File: src/rtl/popcount_stream_pkg.sv
// Shared definitions for the popcount_stream block.
//   state_e     : FSM encoding (IDLE, COUNT, DONE), also driven onto the
//                 state_dbg port of the top level.
//   count_width : bits needed to hold a popcount of a word of the given
//                 width, including the all-ones case ($clog2(width)+1).
package popcount_stream_pkg;

    typedef enum logic [1:0] {
        IDLE  = 2'd0,
        COUNT = 2'd1,
        DONE  = 2'd2
    } state_e;

    function automatic int count_width(input int width);
        return $clog2(width) + 1;
    endfunction

endpackage

File: src/rtl/popcount_chunk.sv
// Combinational popcount of one chunk of the input word.
// Ports:
//   chunk : CHUNK_WIDTH-bit slice to count
//   count : number of 1 bits in chunk, count_width(CHUNK_WIDTH) bits wide
module popcount_chunk
    import popcount_stream_pkg::*;
#(
    parameter int CHUNK_WIDTH = 4
) (
    input  logic [CHUNK_WIDTH-1:0]              chunk,
    output logic [count_width(CHUNK_WIDTH)-1:0] count
);

    localparam int CCW = count_width(CHUNK_WIDTH);

    always_comb begin
        count = '0;
        for (int i = 0; i < CHUNK_WIDTH; i++) begin
            count = count + CCW'(chunk[i]);
        end
    end

endmodule

File: src/rtl/popcount_stream.sv
// Streaming popcount: accepts one DATA_WIDTH word, counts its 1 bits
// CHUNK_WIDTH bits per cycle, then presents the result until consumed.
// An optional saturating accumulator sums every consumed result.
//
// Configuration macro: POPCOUNT_STREAM_ACC_EN
//   defined   -> accumulator (acc, acc_sat, acc_clr) is built
//   undefined -> acc and acc_sat tied to 0, acc_clr ignored
//
// Handshakes: a transfer happens on a rising clk edge where valid and
// ready are both high. din_ready depends only on the FSM state (high in
// IDLE), dout_valid is a register; neither depends combinationally on the
// partner's valid/ready. dout is held stable while dout_valid is high.
//
// Ports:
//   clk, resetn            : clock, asynchronous active-low reset
//   din, din_valid/ready   : input word stream
//   dout, dout_valid/ready : popcount result stream
//   acc_clr                : synchronous clear of the running total
//   acc, acc_sat           : saturating running total and sticky flag
//   state_dbg              : current FSM state (state_e encoding)
//
// DATA_WIDTH must be an integer multiple of CHUNK_WIDTH.
module popcount_stream
    import popcount_stream_pkg::*;
#(
    parameter int DATA_WIDTH  = 16,
    parameter int CHUNK_WIDTH = 4,
    parameter int ACC_WIDTH   = 16
) (
    input  logic                               clk,
    input  logic                               resetn,
    input  logic [DATA_WIDTH-1:0]              din,
    input  logic                               din_valid,
    output logic                               din_ready,
    output logic [count_width(DATA_WIDTH)-1:0] dout,
    output logic                               dout_valid,
    input  logic                               dout_ready,
    input  logic                               acc_clr,
    output logic [ACC_WIDTH-1:0]               acc,
    output logic                               acc_sat,
    output logic [1:0]                         state_dbg
);

    localparam int CW     = count_width(DATA_WIDTH);
    localparam int CCW    = count_width(CHUNK_WIDTH);
    localparam int NCHUNK = DATA_WIDTH / CHUNK_WIDTH;
    localparam int IDXW   = (NCHUNK > 1) ? $clog2(NCHUNK) : 1;
    localparam logic [IDXW-1:0] LAST_IDX = IDXW'(NCHUNK - 1);

    state_e                  state_q;
    logic [DATA_WIDTH-1:0]   shift_q;
    logic [CW-1:0]           part_q;
    logic [CW-1:0]           part_d;
    logic [IDXW-1:0]         idx_q;
    logic [CW-1:0]           dout_q;
    logic                    dout_valid_q;
    logic [CCW-1:0]          chunk_cnt;
    logic                    out_hs;

    popcount_chunk #(
        .CHUNK_WIDTH (CHUNK_WIDTH)
    ) u_chunk (
        .chunk (shift_q[CHUNK_WIDTH-1:0]),
        .count (chunk_cnt)
    );

    assign part_d     = part_q + CW'(chunk_cnt);
    assign din_ready  = (state_q == IDLE);
    assign dout       = dout_q;
    assign dout_valid = dout_valid_q;
    assign out_hs     = dout_valid_q & dout_ready;
    assign state_dbg  = state_q;

    // Only IDLE accepts din, so din changes in COUNT/DONE are ignored.
    // The last chunk is folded straight into dout_q so the result is
    // valid NCHUNK edges after the accepting edge.
    always_ff @(posedge clk or negedge resetn) begin
        if (!resetn) begin
            state_q      <= IDLE;
            shift_q      <= '0;
            part_q       <= '0;
            idx_q        <= '0;
            dout_q       <= '0;
            dout_valid_q <= 1'b0;
        end else begin
            case (state_q)
                IDLE: begin
                    if (din_valid) begin
                        shift_q <= din;
                        part_q  <= '0;
                        idx_q   <= '0;
                        state_q <= COUNT;
                    end
                end
                COUNT: begin
                    shift_q <= shift_q >> CHUNK_WIDTH;
                    part_q  <= part_d;
                    idx_q   <= idx_q + IDXW'(1);
                    if (idx_q == LAST_IDX) begin
                        dout_q       <= part_d;
                        dout_valid_q <= 1'b1;
                        state_q      <= DONE;
                    end
                end
                DONE: begin
                    // Returning to IDLE here means din_ready is low in the
                    // consuming cycle and rises one edge later.
                    if (dout_ready) begin
                        dout_valid_q <= 1'b0;
                        state_q      <= IDLE;
                    end
                end
                default: begin
                    state_q <= IDLE;
                end
            endcase
        end
    end

`ifdef POPCOUNT_STREAM_ACC_EN
    // One extra bit over the wider operand so the add cannot wrap before
    // the clamp compare.
    localparam int SW = ((ACC_WIDTH > CW) ? ACC_WIDTH : CW) + 1;
    localparam logic [ACC_WIDTH-1:0] ACC_MAX = '1;

    logic [ACC_WIDTH-1:0] acc_q;
    logic                 acc_sat_q;
    logic [SW-1:0]        sum_d;

    assign sum_d   = SW'(acc_q) + SW'(dout_q);
    assign acc     = acc_q;
    assign acc_sat = acc_sat_q;

    // acc_clr has priority: a result consumed in the clearing cycle is
    // dropped rather than added.
    always_ff @(posedge clk or negedge resetn) begin
        if (!resetn) begin
            acc_q     <= '0;
            acc_sat_q <= 1'b0;
        end else if (acc_clr) begin
            acc_q     <= '0;
            acc_sat_q <= 1'b0;
        end else if (out_hs) begin
            if (sum_d > SW'(ACC_MAX)) begin
                acc_q     <= ACC_MAX;
                acc_sat_q <= 1'b1;
            end else begin
                acc_q <= sum_d[ACC_WIDTH-1:0];
                if (sum_d == SW'(ACC_MAX)) begin
                    acc_sat_q <= 1'b1;
                end
            end
        end
    end
`else
    logic unused_acc_inputs;

    assign unused_acc_inputs = acc_clr ^ out_hs;
    assign acc               = '0;
    assign acc_sat           = 1'b0;
`endif

endmodule

File: config.mk
export PLATFORM = sky130hd
export DESIGN_NAME = popcount_stream
export DESIGN_NICKNAME = d
export VERILOG_FILES = /design/src/rtl/popcount_stream_pkg.sv /design/src/rtl/popcount_chunk.sv /design/src/rtl/popcount_stream.sv
export SDC_FILE = /design/constraint.sdc
export NUM_CORES = 1
export LEC_CHECK = 0
export CAP_MARGIN = 20
export CORE_MARGIN = 2
export CORE_UTILIZATION = 35
export DETAILED_ROUTE_END_ITERATION = 10
export HOLD_SLACK_MARGIN = 0.03
export PLACE_DENSITY_LB_ADDON = 0.3
export SLEW_MARGIN = 20
export SYNTH_ARGS = -nofsm -noshare
export SYNTH_HDL_FRONTEND = slang
export SYNTH_SLANG_ARGS = --single-unit
File: constraint.sdc
create_clock -name clk -period 2.45 [get_ports clk]
set_input_delay 0.3675 -clock clk [delete_from_list [all_inputs] [get_ports clk]]
set_output_delay 0.3675 -clock clk [all_outputs]
set_load 0.02 [all_outputs]
==> flow_summary.ini <==
[layout]
diodes = 0
fillers = 521
syn_to_final_growth_pct = 21.8
drive_above_1_share_pct = 21.3
fin_nets = 240
final_util_pct = 44.2

[placed_design]
dp_hpwl_mm = 2.49
io_buffers = 28
gp_congestion = 0.728

[power]
power_density_mw_per_mm2 = 1180
pwr-share-comb_pct = 51.5
p_int_mw = 1.58
ir_worst_vdd_uv = 462
p_leak_nw = 1.01
clkPwrFrac_pct = 15.1
pwr-share-seq_pct = 33.5
netSwitchingFraction_pct = 40.5
p_switching_mw = 1.08

[yosys]
synth_commonest_cells = dfrtp_1, buf_4, nand2_1
ys_types = 39
yosysTopAreaCell = dfrtp_1
yosysMostFrequentCell = dfrtp_1
synth_edf_count = 0
yosys-top-cells-area = dfrtp_1, buf_4, a22oi_1, a21oi_2, o21ai_2
syn_area_mm2 = 0.00185
avgSynthCellArea_um2 = 10.3
synthCells = 179
ys_seq_elements = 31
yosysSeqAreaShare_pct = 41.9
synth_warnings = 0
synthArstFlopShare_pct = 100
yosys.area.top_type_share_pct = 41.9
synthFlopType = dfrtp_1

[detailed_routing]
dr.pass1.iters = 4
drc = 0
via_count = 1322
finalWirelength_mm = 3.61
ant_nets = 0
routedWlPerCell_um = 12.8
drt-vias-per-instance = 4.70
drt_iter0_drc = 80

[cts]
htree_levels = 2
cts-buffers-inserted = 5
cts_max_path_buffers = 2
cts.sinks = 31
clk_pin_slew_ns = 0.07
root_buffer = clkbuf_8
tritoncts = done
clkLatencyLatePin_ns = 0.28

[sta]
finalCritPeriodShare_pct = 95.1
max_freq_ghz = 0.429
setup_violations = 0
slew_violations = 0
finalClockSkew_ns = 0.00703
min_period_ns = 2.33
hold_viol_final = 0
rsz0062_at_grt = false
tns_ns = 0

[critical_path]
worstPathCellList = ha_1, inv_1, fa_1, inv_1, ha_2, fa_2, a21o_1, a32oi_2, o21ai_1
setup.worst_path.start_class = flip-flop
critPathRequiredTime_ns = 2.61
cpPeakStageDelay_ns = 0.47
cp_common_cell = inv_1
critPathKind = flip-flop to flip-flop
cp_max_fo = 3
crit_slowest_cell = fa_1
cp_data_arrival_time_ns = 2.49
endpoint_kind = flip-flop

[global_routing]
grt_overflow = 0
grt_pass1_wl_mm = 6.44
grt_max_degree = 32
grt_util_all_layers_pct = 13.7
antenna_found_initial = 0
first_global_vias = 1339

[floorplan]
core-area_mm2 = 0.00511
die_h_um = 76.7
dieArea_mm2 = 0.00589
pin_count = 47
initial_core_util_pct = 36.3
row_count = 26
die_width_um = 76.7

[min_path]
hold_class = primary input to async pin

[run]
drv_cap = 0

[status]
status = finished clean
-- what timing repair did --
item	CTS	global route
resized for setup	0	8
buffers inserted	0	1
hold buffers	0	0
setup endpoints to repair	0	5
-- cells in the final DEF (no fill, tap or decap), types with 7 or more instances in the layout --
| cell type | n |
|---|---|
| dfrtp_1 | 31 |
| clkdlybuf4s50_1 | 28 |
| conb_1 | 17 |
| nand2_1 | 13 |
| a22oi_1 | 12 |
| a21oi_2 | 11 |
| o21ai_2 | 10 |
| o21ai_1 | 9 |
| nor2b_1 | 8 |
| and2b_1 | 7 |
| buf_4 | 7 |
-- metal layers --
metal	vias to the layer above	GRT usage, %	share of wire [%]
li1	656	-	-
met1	633	18.0	46
met2	28	21.8	49
met3	5	3.53	3.7
met4	0	5.45	1.8
met5	-	0	0
-- power groups by stage --
| stage | Clock [mW] | Combinational [mW] | Sequential (mW) |
|---|---|---|---|
| 6_report | 0.401 | 1.37 | 0.891 |
| 5_1_grt | 0.439 | 1.55 | 0.926 |
| 4_1_cts | 0.421 | 1.34 | 0.891 |
| 3_5_place_dp | 0 | 1.33 | 0.901 |
| 3_3_place_gp | 0 | 1.32 | 0.894 |
| 2_1_floorplan | 0 | 0.946 | 0.925 |
-- cells by family (layout without fill, tap and decap cells) --
kind of cell	count (synthesis)	in the layout	synth area share, %
compound gates	62	62	24.7
mux	3	3	1.76
buf+inv	33	49	11.7
xor+xnor	1	1	0.473
other cells	1	17	0.203
flops	31	31	41.9
simple gates	40	40	13.0
fa+ha+maj	8	8	6.22
-- stage by stage --
stage	worst slack [ns]	power, mW	area, µm²	hold slack (ns)	cells
4_1_cts	0.00799	2.65	2220	0.481	280
5_1_grt	0.00490	2.91	2260	0.513	281
3_3_place_gp	0.0313	2.21	2130	0.466	273
2_1_floorplan	0.123	1.87	1910	0.0719	195
3_5_place_dp	0.0277	2.23	2130	0.465	273
6_report	0.121	2.66	2260	0.477	281
-- registers in the layout, indices dropped and copies added (netlist names) --
register	cells
shift_q	16
dout	5
part_q	5
idx_q	2
state_dbg	2
dout_valid	1
-- worst paths after layout --
path | start | endpoint | slack [ns] | cells past startpoint
max | shift_q[1] | part_q[4] | 0.12 | 9
min | resetn | dout[3] | 0.48 | 2
max reg2reg | shift_q[1] | part_q[4] | 0.12 | 9
min reg2reg | dout[3] | dout[3] | 0.48 | 2
max in group asynchronous | resetn | idx_q[1] | 1.68 | 2
min in group clk | dout[3] | dout[3] | 0.48 | 2
-- final cells by class --
cell class                 instances  area, µm²  area share (%)
clock inverter                     1       5.00           0.222
clock buffer                       6       82.6            3.66
inverter                           7       26.3            1.16
tap                               70       87.6            3.88
timing repair buffer              35        333            14.8
multi-input combinational        131        946            41.9
sequential                        31        776            34.4
-- critical path: cells and delay by family (launching register included) --
kind,cells,cell delay [ns]
fa+ha+maj,4,1.28
flops,1,0.40
buf+inv,2,0.09
compound gates,3,0.45
Note: power is estimated with default switching activity, not from simulation.
==> RTL edit: new RTL, same settings <==
Register the output `state_dbg` once more, cleared by the reset; this adds one clock of latency there. The other outputs are not delayed to match.
--- a/src/rtl/popcount_stream.sv
+++ b/src/rtl/popcount_stream.sv
@@ -70,5 +70,11 @@
     assign dout_valid = dout_valid_q;
     assign out_hs     = dout_valid_q & dout_ready;
-    assign state_dbg  = state_q;
+    always_ff @(posedge clk or negedge resetn) begin
+        if (!resetn) begin
+            state_dbg <= '0;
+        end else begin
+            state_dbg <= state_q;
+        end
+    end
 
     // Only IDLE accepts din, so din changes in COUNT/DONE are ignored.
Function: changed (a bounded check fails within 4 cycles, from zero or initial values and one cycle with resetn low).
==> RTL edit against the unedited design <==
  * Non-clock buffer count grew 2
  * Sequential cell count grew 2
  * Power down 2.1%
  * Wire length is 9.4% lower
  * Worst setup slack got worse by 0.046 ns
  * Count of clock-buffer cells in the layout is 2 higher
  * Area after synthesis down 4.5%
  * Design area shrank 4.1%
  * Clock power down 4%
  * Critical path type unchanged
  * Critical endpoint is now dout[4]
  * Largest power group unchanged
==> RTL edit: results (changes against the unedited design) <==
GRT
  • Initial antenna violation count: 0 (unchanged)
  • First-pass GRT wire length: 5260 um (-18%)
  • Grt met3 use: 0.0361 (+0.000850)
  • Met2 GRT Util: 0.186 (-0.0314)
  • GRT met1 Usage: 0.174 (-0.00582)
  • Vias in the first global route: 1137 (-15%)
  • Global-route usage over all layers: 0.127 (-0.0103)
  • Largest net degree at the start of global routing: 34 (+6.3%)

Place
  • Hpwl dp: 2220 um (-11%)
  • I/O Buffers: 28 (unchanged)
  • Placer Congestion: 0.781 (+7.3%)

Synthesis
  • Ys async rst share: 1.00 (unchanged)
  • Unique masters post-synth: 34 (-13%)
  • Sequential area share after synthesis: 0.467 (+0.0478)
  • Post-synth top cells: dfrtp_1 (33), nand2_1 (21), buf_4 (20)
  • Top cells by area, synth: dfrtp_1 (47%), buf_4 (8.5%), a22oi_1 (4.7%)

Clock tree
  • CTS buffer count: 5 (unchanged)
  • Clk pin slew, worst setup/hold paths: ~0.060 ns
  • CTS root buf: clkbuf_8
  • CTS H-Tree Depth: 2 (unchanged)

Final layout
  • Layout cell share with drive strength beyond 1: 0.142 (-0.0711)
  • Most flops, register: shift_q
  • Largest register FFs: 16 (unchanged)
  • Antenna Cells: 0 (unchanged)
  • Nets: 232 (-3.3%)

Detailed routing
  • Final WL: 3270 um (-9.4%)
  • DRT Pass-1 Iters: 4 (unchanged)
  • Vias per cell: 4.70 (about the same)
  • Initial DRC count: 48 (-40%)

Worst setup path
  • CP max stage cell: fa_1
  • Worst Path Arrival: 2.54 ns (+0.05 ns)
  • Slowest stage delay, CP: 0.48 ns
  • Worst r2r src: shift_q[1]
  • CP startpoint kind: flip-flop
  • Crit-path max FO: 2 (-1)

Pwr
  • IR drop worst, VDD: 0.536 mV (+16%)
  • Pleak: 0.964 nW (-4.8%)

STA
  • Max-slew headroom: 0.666
  • Final Skew: 0.00368 ns (-0.00335 ns)

Min path
  • Tightest Hold Check Type: flip-flop to flip-flop

Run status
  • Outcome: completed
## RTL edit: critical path, delay by kind of cell, from the launching register on
| kind | cells | cell delay, ns |
|---|---|---|
| fa+ha+maj | 4 | 1.29 |
| compound gates | 3 | 0.49 |
| flops | 1 | 0.39 |
| buf+inv | 2 | 0.09 |
## RTL edit: kinds of logic (layout without fill, tap and decap cells)
group                    Yosys count  count (layout)  synth area share
other                              1              17           0.00212
AO/OA/AOI/OAI                     51              51             0.199
flip-flops                        33              33             0.467
multiplexers                       2               2            0.0127
buffers and inverters             32              52             0.128
AND/OR/NAND/NOR                   40              40             0.122
XOR/XNOR                           1               1           0.00495
adder cells (fa/ha/maj)            8               8            0.0651
## RTL edit: layout make-up
class                           instances  area [um^2]
Clock buffer                            8         80.1
Fill cell                             456         2620
Inverter                                7         26.3
Multi-Input combinational cell        119          800
Sequential cell                        33          826
Tap cell                               67         83.8
Timing Repair Buffer                   37          348
## RTL edit: final timing paths
kind / slack, ns / cells after the start / to
max: 0.07 / 9 / dout[4]
min: 0.48 / 2 / dout[3]
max reg2reg: 0.07 / 9 / dout[4]
min reg2reg: 0.48 / 2 / dout[3]
max in group asynchronous: 1.67 / 2 / shift_q[11]
min in group asynchronous: 0.49 / 2 / dout[3]
## RTL edit: layer usage
layer / part of all wire / vias to the layer above / wire [um]
li1: - / 622 / -
met1: 0.48 / 617 / 1580
met2: 0.46 / 31 / 1510
met3: 0.040 / 5 / 131
met4: 0.017 / 0 / 55
met5: 0 / - / 0
## RTL edit: report_power, final
group	internal [mW]	leakage [nW]	switching [mW]
sequential	0.763	0.427	0.120
combinational	0.634	0.498	0.705
clock	0.202	0.0395	0.183
## RTL edit: timing repair
action                     CTS  global route
hold endpoints to repair     0             0
setup endpoints to repair    2             2
pin swaps                    0             4
gates resized for setup      2             6
setup buffers                1             2
## RTL edit: per-stage QoR
stage / std cells / power, mW / area [um^2] / setup slack (ns) / util
global placement: 260 / 2.11 / 2040 / 0.00554 / 0.426
detailed placement: 260 / 2.13 / 2040 / -0.0197 / 0.426
finish: 271 / 2.61 / 2160 / 0.0746 / 0.452
global route: 271 / 2.82 / 2160 / -0.0206 / 0.452
floorplan: 184 / 1.82 / 1830 / 0.0773 / -
CTS: 269 / 2.55 / 2140 / 0.0290 / 0.446
